`src/rtl/rng_pkg.sv`:
```
// rtl/rng_pkg.sv - shared word type, default sizes and level-width helper for the random byte packer
package rng_pkg;

  localparam int RNG_WORD_W          = 8;
  localparam int RNG_FIFO_DEPTH_LOG2 = 4;

  typedef logic [RNG_WORD_W-1:0] rng_word_t;

  // Level counter needs one extra bit so a full FIFO is distinguishable from an empty one.
  function automatic int rng_level_w(input int depth_log2);
    return depth_log2 + 1;
  endfunction

endpackage

```
`src/rtl/rng_sync_fifo.sv`:
```
// rtl/rng_sync_fifo.sv - first-word-fall-through synchronous FIFO; a push into a full FIFO is taken when a pop happens on the same edge
module rng_sync_fifo
  import rng_pkg::*;
#(
  parameter int WIDTH      = RNG_WORD_W,
  parameter int DEPTH_LOG2 = RNG_FIFO_DEPTH_LOG2
) (
  input  logic                                 clk,
  input  logic                                 rst,
  input  logic                                 push,
  input  logic [WIDTH-1:0]                     push_data,
  input  logic                                 pop,
  output logic [WIDTH-1:0]                     pop_data,
  output logic                                 full,
  output logic                                 empty,
  output logic [rng_level_w(DEPTH_LOG2)-1:0]   level
);

  localparam int DEPTH   = 1 << DEPTH_LOG2;
  localparam int LEVEL_W = rng_level_w(DEPTH_LOG2);

  logic [WIDTH-1:0]      mem [DEPTH];
  logic [DEPTH_LOG2-1:0] wr_ptr;
  logic [DEPTH_LOG2-1:0] rd_ptr;
  logic                  do_push;
  logic                  do_pop;

  assign full     = (level == LEVEL_W'(DEPTH));
  assign empty    = (level == '0);
  assign do_pop   = pop && !empty;
  assign do_push  = push && (!full || do_pop);
  assign pop_data = mem[rd_ptr];

  always_ff @(posedge clk or posedge rst) begin
    if (rst) begin
      wr_ptr <= '0;
      rd_ptr <= '0;
      level  <= '0;
      for (int i = 0; i < DEPTH; i++) begin
        mem[i] <= '0;
      end
    end else begin
      if (do_push) begin
        mem[wr_ptr] <= push_data;
        wr_ptr      <= wr_ptr + 1'b1;
      end
      if (do_pop) begin
        rd_ptr <= rd_ptr + 1'b1;
      end
      case ({do_push, do_pop})
        2'b10:   level <= level + 1'b1;
        2'b01:   level <= level - 1'b1;
        default: level <= level;
      endcase
    end
  end

endmodule

```
`src/rtl/random_byte_packer.sv`:
```
// rtl/random_byte_packer.sv - packs strobed random bits LSB-first into words and queues them for the transmitter
// Optional drop_count output is enabled by defining RNG_PACKER_DROP_COUNT_EN.
module random_byte_packer
  import rng_pkg::*;
#(
  parameter int WORD_W          = RNG_WORD_W,
  parameter int FIFO_DEPTH_LOG2 = RNG_FIFO_DEPTH_LOG2
) (
  input  logic                                      clk,
  input  logic                                      rst,
  input  logic                                      random_bit,
  input  logic                                      random_bit_ready,
  output logic [WORD_W-1:0]                         data_out,
  output logic                                      data_valid,
  input  logic                                      data_ready,
  output logic [rng_level_w(FIFO_DEPTH_LOG2)-1:0]   fifo_level,
  output logic                                      overflow,
  input  logic                                      overflow_clear
`ifdef RNG_PACKER_DROP_COUNT_EN
  ,
  output logic [15:0]                               drop_count
`endif
);

  localparam int              CNT_W    = (WORD_W > 1) ? $clog2(WORD_W) : 1;
  localparam logic [CNT_W-1:0] LAST_BIT = CNT_W'(WORD_W - 1);

  logic [WORD_W-1:0] shift_reg;
  logic [WORD_W-1:0] word_next;
  logic [CNT_W-1:0]  bit_cnt;
  logic              word_done;
  logic              pop;
  logic              fifo_full;
  logic              fifo_empty;
  logic              drop;

  // The completed word includes the bit arriving on this edge, so merge it combinationally.
  always_comb begin
    word_next          = shift_reg;
    word_next[bit_cnt] = random_bit;
  end

  assign word_done  = random_bit_ready && (bit_cnt == LAST_BIT);
  assign data_valid = !fifo_empty;
  assign pop        = data_valid && data_ready;
  assign drop       = word_done && fifo_full && !pop;

  always_ff @(posedge clk or posedge rst) begin
    if (rst) begin
      shift_reg <= '0;
      bit_cnt   <= '0;
    end else if (random_bit_ready) begin
      shift_reg <= word_next;
      bit_cnt   <= word_done ? '0 : bit_cnt + 1'b1;
    end
  end

  // A drop on the same edge as a clear keeps the flag set.
  always_ff @(posedge clk or posedge rst) begin
    if (rst) begin
      overflow <= 1'b0;
    end else if (drop) begin
      overflow <= 1'b1;
    end else if (overflow_clear) begin
      overflow <= 1'b0;
    end
  end

`ifdef RNG_PACKER_DROP_COUNT_EN
  always_ff @(posedge clk or posedge rst) begin
    if (rst) begin
      drop_count <= '0;
    end else if (drop) begin
      if (overflow_clear) begin
        drop_count <= 16'd1;
      end else if (drop_count != 16'hFFFF) begin
        drop_count <= drop_count + 16'd1;
      end
    end else if (overflow_clear) begin
      drop_count <= '0;
    end
  end
`endif

  rng_sync_fifo #(
    .WIDTH      (WORD_W),
    .DEPTH_LOG2 (FIFO_DEPTH_LOG2)
  ) u_fifo (
    .clk       (clk),
    .rst       (rst),
    .push      (word_done),
    .push_data (word_next),
    .pop       (pop),
    .pop_data  (data_out),
    .full      (fifo_full),
    .empty     (fifo_empty),
    .level     (fifo_level)
  );

endmodule

```
`config.mk`:
```
export PLATFORM = sky130hd
export DESIGN_NAME = random_byte_packer
export DESIGN_NICKNAME = d
export VERILOG_FILES = /design/src/rtl/rng_pkg.sv /design/src/rtl/rng_sync_fifo.sv /design/src/rtl/random_byte_packer.sv
export SDC_FILE = /design/constraint.sdc
export NUM_CORES = 1
export LEC_CHECK = 0
export CORE_MARGIN = 10
export CORE_UTILIZATION = 63
export CTS_CLUSTER_DIAMETER = 120
export DETAILED_ROUTE_END_ITERATION = 8
export GPL_ROUTABILITY_DRIVEN = 1
export PLACE_DENSITY = 0.86
export SYNTH_ARGS = -nofsm -noshare
export SYNTH_HDL_FRONTEND = slang
export SYNTH_SLANG_ARGS = --single-unit
export TNS_END_PERCENT = 1
```
`constraint.sdc`:
```
create_clock -name clk -period 9.8 [get_ports clk]
set_clock_uncertainty 0.15 [all_clocks]
set_input_delay 1.47 -clock clk [delete_from_list [all_inputs] [get_ports clk]]
set_output_delay 1.47 -clock clk [all_outputs]
set_load 0.02 [all_outputs]
```
==> impl_metrics.sql, run 1 <==
INSERT INTO impl_metrics (metric_group, metric, value, unit) VALUES
('timing', 'post-route-period-util', '0.473', ''),
('cts', 'cts_inserted_buffers', '17', ''),
('power', 'worst_ir_drop_vdd', '0.000201', 'V'),
('drt', 'postRouteAntennaNets', '0', ''),
('worst_hold_path', 'worstHoldPathCells', '2', ''),
('synth', 'synth.lib_cells_used.distinct', '43', ''),
('setup_path', 'path_class', 'reg -> out', ''),
('setup_path', 'crit-reg2reg-launch', 'u_fifo.level[1]', ''),
('timing', 'rsz0062_at_grt', 'false', ''),
('synth', 'netlist_area', '0.00715', 'mm^2'),
('finish', 'largest_reg_flops', '128', ''),
('cts', 'ctsHoldBuffers', '0', ''),
('global_routing', 'grt_usage', '0.231', ''),
('drt', 'routed_wire_length_per_instance', '22.1', 'um'),
('synth', 'synthesis.nets', '664', ''),
('power', 'pwr_density_cell', '307', 'mW/mm^2'),
('finish', 'final_nets', '675', ''),
('cts', 'tritoncts_clock_tree', 'yes', ''),
('power', 'power.share.sequential', '0.411', ''),
('drt', 'detail_route.wirelength', '17900', 'um'),
('timing', 'finalHoldViolations', '0', ''),
('cts', 'postCtsSetupBuffers', '0', ''),
('cts', 'worst_skew_pair.late_latency', '0.42', 'ns'),
('floorplan', 'chipWidth', '127', 'um'),
('setup_path', 'reg2regPathDepth', '9', ''),
('worst_hold_path', 'hold_path_end', 'u_fifo.mem[122]', ''),
('floorplan', 'io_pins', '21', ''),
('drt', 'first_iter_violations', '612', ''),
('worst_hold_path', 'worst_hold_startpoint', 'u_fifo.mem[122]', ''),
('timing', 'fmaxAchievable', '0.216', 'GHz'),
('cts', 'cts.htree.levels', '4', ''),
('setup_path', 'rr_endpoint', 'u_fifo.level[4]', ''),
('setup_path', 'rrSetupSlack', '6.40', 'ns'),
('power', 'power_switching_share', '0.358', ''),
('power', 'report.power.total', '0.00249', 'W'),
('setup_path', 'crit_path_start_kind', 'flip-flop', ''),
('global_routing', 'largest_net_degree_at_the_start_of_global_routing', '85', ''),
('synth', 'proportion_of_synthesized_chip_area_in_sequential_cells', '0.535', ''),
('setup_path', 'cp_data_required_time', '8.18', 'ns'),
('synth', 'synthCells', '649', ''),
('power', 'p_leak', '3.61', 'nW'),
('cts', 'clock_sinks', '153', ''),
('power', 'power.clock.fraction', '0.261', ''),
('power', 'share_comb_of_total_power', '0.328', ''),
('floorplan', 'area_of_the_placeable_core', '0.0110', 'mm^2'),
('timing', 'timing_max_transition_violations_final', '0', ''),
('synth', 'synth_edf_count', '0', ''),
('drt', 'detail_route.vias_per_cell', '6.71', ''),
('floorplan', 'vertical_die_dimension', '127', 'um'),
('synth', 'ys_ff_latch', '153', ''),
('setup_path', 'crit_path_frequent_cell', 'mux4_2', ''),
('power', 'power.internal', '0.00160', 'W'),
('cts', 'postCtsResizedCells', '0', ''),
('timing', 'totalNegativeSetupSlack', '0', 'ns'),
('global_routing', 'number_of_antenna_violations_at_the_first_check_in_global_routing', '0', ''),
('global_routing', 'grt.overflow.total', '0', ''),
('timing', 'tightestPinTransition', '1.22', 'ns'),
('global_routing', 'global_route_wire_length_before_repair', '29400', 'um'),
('floorplan', 'placement_rows', '38', ''),
('setup_path', 'critPathCaptureType', 'output pin', ''),
('setup_path', 'arrival_time_at_the_worst_endpoint', '3.02', 'ns'),
('synth', 'synth-async-reset-ratio', '1.00', ''),
('power', 'power_switching', '0.000891', 'W'),
('synth', 'most_instantiated_flip_flop_cell_in_the_synthesis_netlist', 'dfrtp_1', ''),
('drt', 'routed-via-count', '5439', ''),
('status', 'status', 'completed', ''),
('placement', 'placed_area', '0.00751', 'mm^2'),
('finish', 'post-route-cell-area', '0.00811', 'mm^2'),
('placement', 'finalWeightedCongestion', '0.794', ''),
('timing', 'period_needed', '4.64', 'ns'),
('setup_path', 'timing.critical_path.cells', 'buf_4 -> mux4_2 -> mux4_2 -> clkdlybuf4s50_1', '');
cells in the final DEF, fill, tap and decap left out, types with 3 or more instances in the layout:
| cell type | netlist | routed |
|---|---|---|
| nand2_1 | 48 | 48 |
| clkbuf_8 | 0 | 5 |
| xnor2_1 | 8 | 8 |
| a2111oi_2 | 6 | 6 |
| mux4_2 | 40 | 40 |
| clkdlybuf4s50_1 | 0 | 20 |
| mux2i_1 | 12 | 12 |
| clkbuf_16 | 0 | 17 |
| nand3b_1 | 4 | 4 |
| nor3_1 | 5 | 5 |
| a211oi_2 | 0 | 6 |
| dfrtp_1 | 153 | 151 |
| ha_1 | 9 | 9 |
| clkinv_2 | 0 | 5 |
| nor3b_1 | 3 | 3 |
| xor2_1 | 3 | 3 |
| buf_4 | 1 | 24 |
| a21oi_1 | 107 | 107 |
| nand3_1 | 7 | 7 |
| inv_1 | 6 | 5 |
| o21ai_0 | 36 | 36 |
| nor2_1 | 110 | 110 |
| and3_1 | 4 | 4 |
critical path, delay by kind of cell, from the launching register on:
kind                   cells  cell delay [ns]
buffers and inverters      2             1.12
DFF                        1             0.34
muxes                      2             1.11
synth_stat cells (3+ instances only):
cell | n | area (um^2)
xor2_1 | 3 | 26.3
inv_1 | 6 | 22.5
nand2_1 | 48 | 180
and3_1 | 4 | 25.0
nor3b_1 | 3 | 22.5
a2111oi_2 | 6 | 90.1
nand3_1 | 7 | 35.0
a21oi_1 | 107 | 536
mux2i_1 | 12 | 120
mux4_2 | 40 | 901
nor2_1 | 110 | 413
nand3b_1 | 4 | 30.0
buf_2 | 22 | 110
dfrtp_1 | 153 | 3830
ha_1 | 9 | 113
clkbuf_1 | 27 | 101
xnor2_1 | 8 | 70.1
nor3_1 | 5 | 25.0
o21ai_0 | 36 | 180
a211oi_1 | 8 | 60.1
cells by family (layout without fill, tap and decap cells):
| logic type | after synthesis | after routing | share of synthesized area |
|---|---|---|---|
| AO/OA/AOI/OAI | 172 | 172 | 0.139 |
| adder cells (fa/ha/maj) | 9 | 9 | 0.0157 |
| AND/OR/NAND/NOR | 192 | 192 | 0.115 |
| multiplexers | 54 | 54 | 0.146 |
| flip-flops | 153 | 153 | 0.535 |
| buffers and inverters | 58 | 80 | 0.0348 |
| XOR/XNOR | 11 | 11 | 0.0135 |
through the flow:
stage / cells / hold slack (ns) / setup slack (ns) / utilization
after floorplan: 649 / 0.295 / 4.06 / -
after global placement: 780 / 0.306 / 5.18 / 0.684
after detailed placement: 780 / 0.321 / 5.06 / 0.684
after CTS: 810 / 0.335 / 5.14 / 0.737
after global routing: 811 / 0.361 / 5.03 / 0.738
final: 811 / 0.331 / 5.16 / 0.738
power by group through the flow:
stage,logic [W],clock network (W),registers (W)
final,0.000817,0.000648,0.00102
after detailed placement,0.000798,0,0.00102
after global routing,0.000892,0.000677,0.00104
after global placement,0.000757,0,0.000996
after CTS,0.000815,0.000652,0.00101
after floorplan,0.000651,0,0.000905
worst max-delay path by stage:
stage	from	end	cells after the start
6_report	u_fifo.rd_ptr[0]	data_out[3]	4
5_1_grt	u_fifo.rd_ptr[0]	data_out[5]	4
4_1_cts	u_fifo.rd_ptr[0]	data_out[5]	4
3_5_place_dp	random_bit_ready	u_fifo.level[4]	9
3_3_place_gp	random_bit_ready	u_fifo.level[4]	9
2_1_floorplan	rst	bit_cnt[0]	1
layer usage:
metal,global-route usage,up-vias,wire (um)
li1,-,2343,-
met1,0.271,2729,6620
met2,0.391,303,9140
met3,0.0533,64,1450
met4,0.113,0,718
met5,0,-,0
area by class of cell:
cell class	instances	area share
sequential	153	0.473
multi-input combinational	438	0.383
clock buffer	22	0.0610
timing repair buffer	44	0.0469
tap	140	0.0216
clock inverter	8	0.0116
inverter	6	0.00340
Power figures use the tool's default switching activity.
==> inputs of run 2 (changes only) <==
Settings changed: CORE_UTILIZATION 63 to 55, PLACE_DENSITY 0.86 to 0.8.
Clock period 9.8 ns to 4 ns, I/O delays scaled along.
==> impl_metrics.sql, run 2 (synthesis gave the netlist of run 1 again) <==
INSERT INTO impl_metrics (metric_group, metric, value, unit) VALUES
('status', 'status', 'completed', ''),
('finish', 'finalNonFillerCells', '851', ''),
('global_routing', 'grt.overflow.total', '0', ''),
('timing', 'tightestPinTransition', '0.841', 'ns'),
('cts', 'cts.reportedPaths.clkPinSlew', '0.06', 'ns'),
('cts', 'clock_sinks', '153', ''),
('cts', 'postCtsResizedCells', '0', ''),
('timing', 'rsz0062_at_grt', 'false', ''),
('setup_path', 'reg2regPathDepth', '9', ''),
('floorplan', 'placement_rows', '41', ''),
('floorplan', 'die-area', '0.0180', 'mm^2'),
('setup_path', 'endpoint', 'data_out[0]', ''),
('cts', 'ctsHoldBuffers', '0', ''),
('setup_path', 'path_class', 'reg -> out', ''),
('finish', 'layout-drive-gt1-share', '0.178', ''),
('power', 'worst_ir_drop_vdd', '0.000352', 'V'),
('floorplan', 'area_of_the_placeable_core', '0.0127', 'mm^2'),
('timing', 'totalNegativeSetupSlack', '0', 'ns'),
('finish', 'num_antenna_cells', '0', ''),
('floorplan', 'vertical_die_dimension', '134', 'um'),
('timing', 'fmaxAchievable', '0.268', 'GHz'),
('setup_path', 'critical_path_peak_fanout', '16', ''),
('drt', 'first_iter_violations', '503', ''),
('drt', 'first_pass_iteration_count_of_the_detailed_router', '5', ''),
('timing', 'timing_max_transition_violations_final', '0', ''),
('global_routing', 'global_route_wire_length_before_repair', '29000', 'um'),
('worst_hold_path', 'hold_path.class', 'reg -> reg', ''),
('global_routing', 'largest_net_degree_at_the_start_of_global_routing', '154', ''),
('timing', 'post-route-period-util', '0.931', ''),
('global_routing', 'number_of_antenna_violations_at_the_first_check_in_global_routing', '0', ''),
('finish', 'final_core_util', '0.647', ''),
('setup_path', 'rr_endpoint', 'u_fifo.level[4]', ''),
('timing', 'setup_viol', '0', ''),
('timing', 'slew-limit-headroom', '0.438', ''),
('cts', 'clock_tree.buffer_depth', '2', ''),
('run', 'timing.max_cap.violations', '0', ''),
('finish', 'area_growth', '14.6', '%'),
('cts', 'postCtsSetupBuffers', '0', ''),
('setup_path', 'crit_path_start_kind', 'flip-flop', ''),
('cts', 'cts.htree.levels', '4', ''),
('placement', 'dp_hpwl', '10700', 'um'),
('floorplan', 'chipWidth', '134', 'um'),
('timing', 'period_needed', '3.72', 'ns'),
('power', 'p_leak', '3.63', 'nW'),
('cts', 'clock_tree.root_cell', 'clkbuf_16', ''),
('placement', 'io_port_bufs', '20', ''),
('placement', 'finalWeightedCongestion', '0.819', ''),
('global_routing', 'grt_usage', '0.205', ''),
('drt', 'routed_wire_length_per_instance', '20.6', 'um'),
('power', 'pwr_density_cell', '744', 'mW/mm^2'),
('drt', 'detail_route.wirelength', '17500', 'um'),
('drt', 'detail_route.vias_per_cell', '6.26', ''),
('floorplan', 'io_pins', '21', ''),
('global_routing', 'grt_pass1_vias', '5485', ''),
('cts', 'worst_skew_pair.late_latency', '0.43', 'ns'),
('finish', 'fill_cells', '920', ''),
('finish', 'most-common-layout-cells', '152 x dfrtp_1, 110 x nor2_1, 107 x a21oi_1', ''),
('drt', 'postRouteAntennaNets', '0', ''),
('drt', 'routed-via-count', '5330', ''),
('drt', 'detail_route.drc_violations', '0', ''),
('cts', 'tritoncts_clock_tree', 'yes', ''),
('setup_path', 'crit-reg2reg-launch', 'u_fifo.level[0]', ''),
('finish', 'final_nets', '682', ''),
('timing', 'finalHoldViolations', '0', ''),
('setup_path', 'arrival_time_at_the_worst_endpoint', '2.97', 'ns'),
('cts', 'cts_inserted_buffers', '17', ''),
('finish', 'final_common_cell', 'dfrtp_1', ''),
('worst_hold_path', 'worstHoldPathCells', '2', ''),
('setup_path', 'cp_data_required_time', '3.25', 'ns'),
('finish', 'largest_reg_flops', '128', ''),
('setup_path', 'rrSetupSlack', '0.66', 'ns'),
('placement', 'dpl.cell_count', '820', ''),
('setup_path', 'timing.critical_path.from', 'u_fifo.rd_ptr[1]', ''),
('floorplan', 'start_util', '0.564', ''),
('setup_path', 'critPathCaptureType', 'output pin', '');
-- run 2: cell type report --
type                    instances  area (um^2)  area share
flip-flops and latches        153         3830       0.467
inverters                       6         26.3     0.00321
well taps                     172          215      0.0263
repair buffers                 51          445      0.0544
clock inverters                 8         95.1      0.0116
multi-input cells             438         3100       0.379
clock buffers                  23          478      0.0583
-- run 2: metrics by stage --
stage / power [W] / hold WS (ns) / area (um^2) / worst slack [ns]
after detailed placement: 0.00450 / 0.320 / 7620 / 0.685
after CTS: 0.00610 / 0.332 / 8190 / 0.257
after floorplan: 0.00381 / 0.295 / 7150 / 0.774
final: 0.00610 / 0.333 / 8190 / 0.275
after global placement: 0.00436 / 0.307 / 7620 / 0.791
after global routing: 0.00642 / 0.366 / 8190 / 0.204
-- run 2: critical path: stages, from the launching register on --
cell and delay [ns]:
dfrtp_1 0.84, buf_4 0.34, mux4_2 0.31, mux4_2 0.49, clkdlybuf4s50_1 0.56
-- run 2: report_power, final --
part           internal (W)  switching [W]
registers           0.00199       0.000469
logic              0.000965        0.00110
clock network      0.000960       0.000613
-- run 2: worst min-delay path by stage --
stage                          startpoint         endpoint  slack (ns)
after CTS                 u_fifo.mem[110]  u_fifo.mem[110]        0.33
final                     u_fifo.mem[106]  u_fifo.mem[106]        0.33
after floorplan           u_fifo.mem[104]  u_fifo.mem[104]        0.29
after detailed placement  u_fifo.mem[110]  u_fifo.mem[110]        0.32
after global placement    u_fifo.mem[125]  u_fifo.mem[125]        0.31
after global routing      u_fifo.mem[124]  u_fifo.mem[124]        0.37
-- run 2: per-layer routing --
layer | GRT usage | wire [um]
met4 | 0.104 | 651
met1 | 0.250 | 6860
met5 | 0 | 0
met2 | 0.334 | 8800
met3 | 0.0485 | 1240
==> inputs of run 3 (changes only) <==
Settings changed: CORE_UTILIZATION 55 to 45, PLACE_DENSITY 0.8 to 0.69.
==> impl_metrics.sql, run 3 (synthesis gave the netlist of run 1 again) <==
INSERT INTO impl_metrics (metric_group, metric, value, unit) VALUES
('global_routing', 'largest_net_degree_at_the_start_of_global_routing', '48', ''),
('finish', 'layout-drive-gt1-share', '0.182', ''),
('setup_path', 'cp_data_required_time', '3.25', 'ns'),
('worst_hold_path', 'worstHoldPathCells', '2', ''),
('timing', 'slew-limit-headroom', '0.316', ''),
('cts', 'ctsHoldBuffers', '0', ''),
('timing', 'timing.hold.ws', '0.326', 'ns'),
('setup_path', 'crit-reg2reg-launch', 'u_fifo.level[1]', ''),
('finish', 'most-common-layout-cells', '152 x dfrtp_1, 110 x nor2_1, 107 x a21oi_1', ''),
('placement', 'finalWeightedCongestion', '0.830', ''),
('cts', 'cts.htree.levels', '4', ''),
('global_routing', 'grt.overflow.total', '0', ''),
('setup_path', 'reg2regPathDepth', '9', ''),
('drt', 'routed-via-count', '5027', ''),
('cts', 'cts.reportedPaths.clkPinSlew', '0.06', 'ns'),
('timing', 'tightestPinTransition', '1.02', 'ns'),
('floorplan', 'io_pins', '21', ''),
('timing', 'post-route-period-util', '0.870', ''),
('global_routing', 'global_route_wire_length_before_repair', '27100', 'um'),
('cts', 'postCtsSetupBuffers', '0', ''),
('drt', 'detail_route.wirelength', '16200', 'um'),
('cts', 'postCtsResizedCells', '0', ''),
('drt', 'detail_route.drc_violations', '0', ''),
('floorplan', 'area_of_the_placeable_core', '0.0157', 'mm^2'),
('finish', 'area_growth', '16.3', '%'),
('power', 'report.power.total', '0.00611', 'W'),
('setup_path', 'path_class', 'reg -> out', ''),
('power', 'power.internal', '0.00398', 'W'),
('finish', 'final_common_cell', 'dfrtp_1', ''),
('cts', 'clock_tree.buffer_depth', '2', ''),
('floorplan', 'die-area', '0.0213', 'mm^2'),
('setup_path', 'timing.critical_path.from', 'u_fifo.rd_ptr[0]', ''),
('cts', 'cts_inserted_buffers', '17', ''),
('global_routing', 'grt_pass1_vias', '5189', ''),
('floorplan', 'start_util', '0.455', ''),
('power', 'power.clock.fraction', '0.270', ''),
('power', 'power_switching_share', '0.348', ''),
('timing', 'finalHoldViolations', '0', ''),
('timing', 'totalNegativeSetupSlack', '0', 'ns'),
('cts', 'clock_sinks', '153', ''),
('finish', 'final_core_util', '0.529', ''),
('global_routing', 'gr-usage-met1', '0.194', ''),
('global_routing', 'number_of_antenna_violations_at_the_first_check_in_global_routing', '0', ''),
('power', 'worst_ir_drop_vdd', '0.000403', 'V'),
('worst_hold_path', 'hold_path.class', 'reg -> reg', ''),
('setup_path', 'crit_path_start_kind', 'flip-flop', ''),
('global_routing', 'groute.layer.met3.usage', '0.0362', ''),
('power', 'p_leak', '3.66', 'nW'),
('drt', 'first_pass_iteration_count_of_the_detailed_router', '5', ''),
('timing', 'period_needed', '3.48', 'ns'),
('global_routing', 'grt_usage', '0.159', ''),
('finish', 'largest_reg_flops', '128', ''),
('floorplan', 'placement_rows', '46', ''),
('timing', 'rsz0062_at_grt', 'false', ''),
('power', 'pwr_density_cell', '735', 'mW/mm^2'),
('floorplan', 'chipWidth', '146', 'um'),
('finish', 'num_antenna_cells', '0', ''),
('setup_path', 'arrival_time_at_the_worst_endpoint', '2.73', 'ns'),
('cts', 'worst_skew_pair.late_latency', '0.43', 'ns'),
('setup_path', 'critical_path_peak_fanout', '35', ''),
('timing', 'timing_max_transition_violations_final', '0', ''),
('placement', 'io_port_bufs', '20', ''),
('global_routing', 'grtUsageMet2', '0.270', ''),
('drt', 'detail_route.vias_per_cell', '5.61', ''),
('drt', 'routed_wire_length_per_instance', '18.1', 'um'),
('power', 'share_comb_of_total_power', '0.336', ''),
('power', 'power.share.sequential', '0.394', ''),
('power', 'power_switching', '0.00213', 'W'),
('drt', 'first_iter_violations', '397', ''),
('status', 'status', 'completed', ''),
('timing', 'fmaxAchievable', '0.287', 'GHz'),
('setup_path', 'critPathCaptureType', 'output pin', ''),
('cts', 'clock_tree.root_cell', 'clkbuf_16', ''),
('timing', 'setup_viol', '0', ''),
('floorplan', 'vertical_die_dimension', '146', 'um'),
('global_routing', 'grt-busiest-layer', 'met2', ''),
('cts', 'tritoncts_clock_tree', 'yes', ''),
('worst_hold_path', 'worst_hold_startpoint', 'u_fifo.mem[98]', ''),
('run', 'timing.max_cap.violations', '0', ''),
('placement', 'dp_hpwl', '10700', 'um'),
('drt', 'postRouteAntennaNets', '0', ''),
('finish', 'final_nets', '682', '');
run 3: changes by cell type in the layout (fill, tap and decap cells not counted), sizes merged:
cell	previous run	this run
clkinv	4	5
clkbuf	23	21
clkinvlp	3	4
bufinv	2	3
run 3: path summary, 6_finish.rpt:
path / endpoint / slack, ns
worst min register to register: u_fifo.mem[98] / 0.33
max in group asynchronous: u_fifo.mem[21] / 2.21
worst max register to register: u_fifo.level[4] / 0.66
worst max-delay path: data_out[7] / 0.52
worst min-delay path: u_fifo.mem[98] / 0.33
min in group asynchronous: u_fifo.mem[114] / 0.60
run 3: per-stage QoR:
stage	instances	area (um^2)	worst slack, ns
final	896	8320	0.521
after detailed placement	864	7700	0.655
after CTS	896	8320	0.480
after floorplan	649	7150	0.774
after global placement	864	7700	0.781
after global routing	896	8320	0.434
run 3: power by group through the flow:
stage | sequential (W) | combinational, W | clock, W
final | 0.00241 | 0.00205 | 0.00165
after global routing | 0.00247 | 0.00227 | 0.00175
after CTS | 0.00240 | 0.00208 | 0.00167
after detailed placement | 0.00242 | 0.00207 | 0
after global placement | 0.00238 | 0.00200 | 0
after floorplan | 0.00222 | 0.00159 | 0
run 3: final cells by class:
type	instances	area, um^2
fillers	1342	7400
multi-input cells	438	3100
clock buffers	21	470
clock inverters	11	145
flip-flops and latches	153	3830
inverters	6	26.3
well taps	216	270
repair buffers	51	470
run 3: critical path, stage by stage, from the launching register on:
cell	delay, ns
dfrtp_2	0.38
buf_12	0.28
mux4_2	0.56
mux4_2	0.50
clkdlybuf4s50_1	0.56
run 3: routing by layer:
metal  up-vias  routed length, um
met2       122               8390
met5         -                  0
met4         0                317
li1       2347                  -
met3        23                787
met1      2535               6750
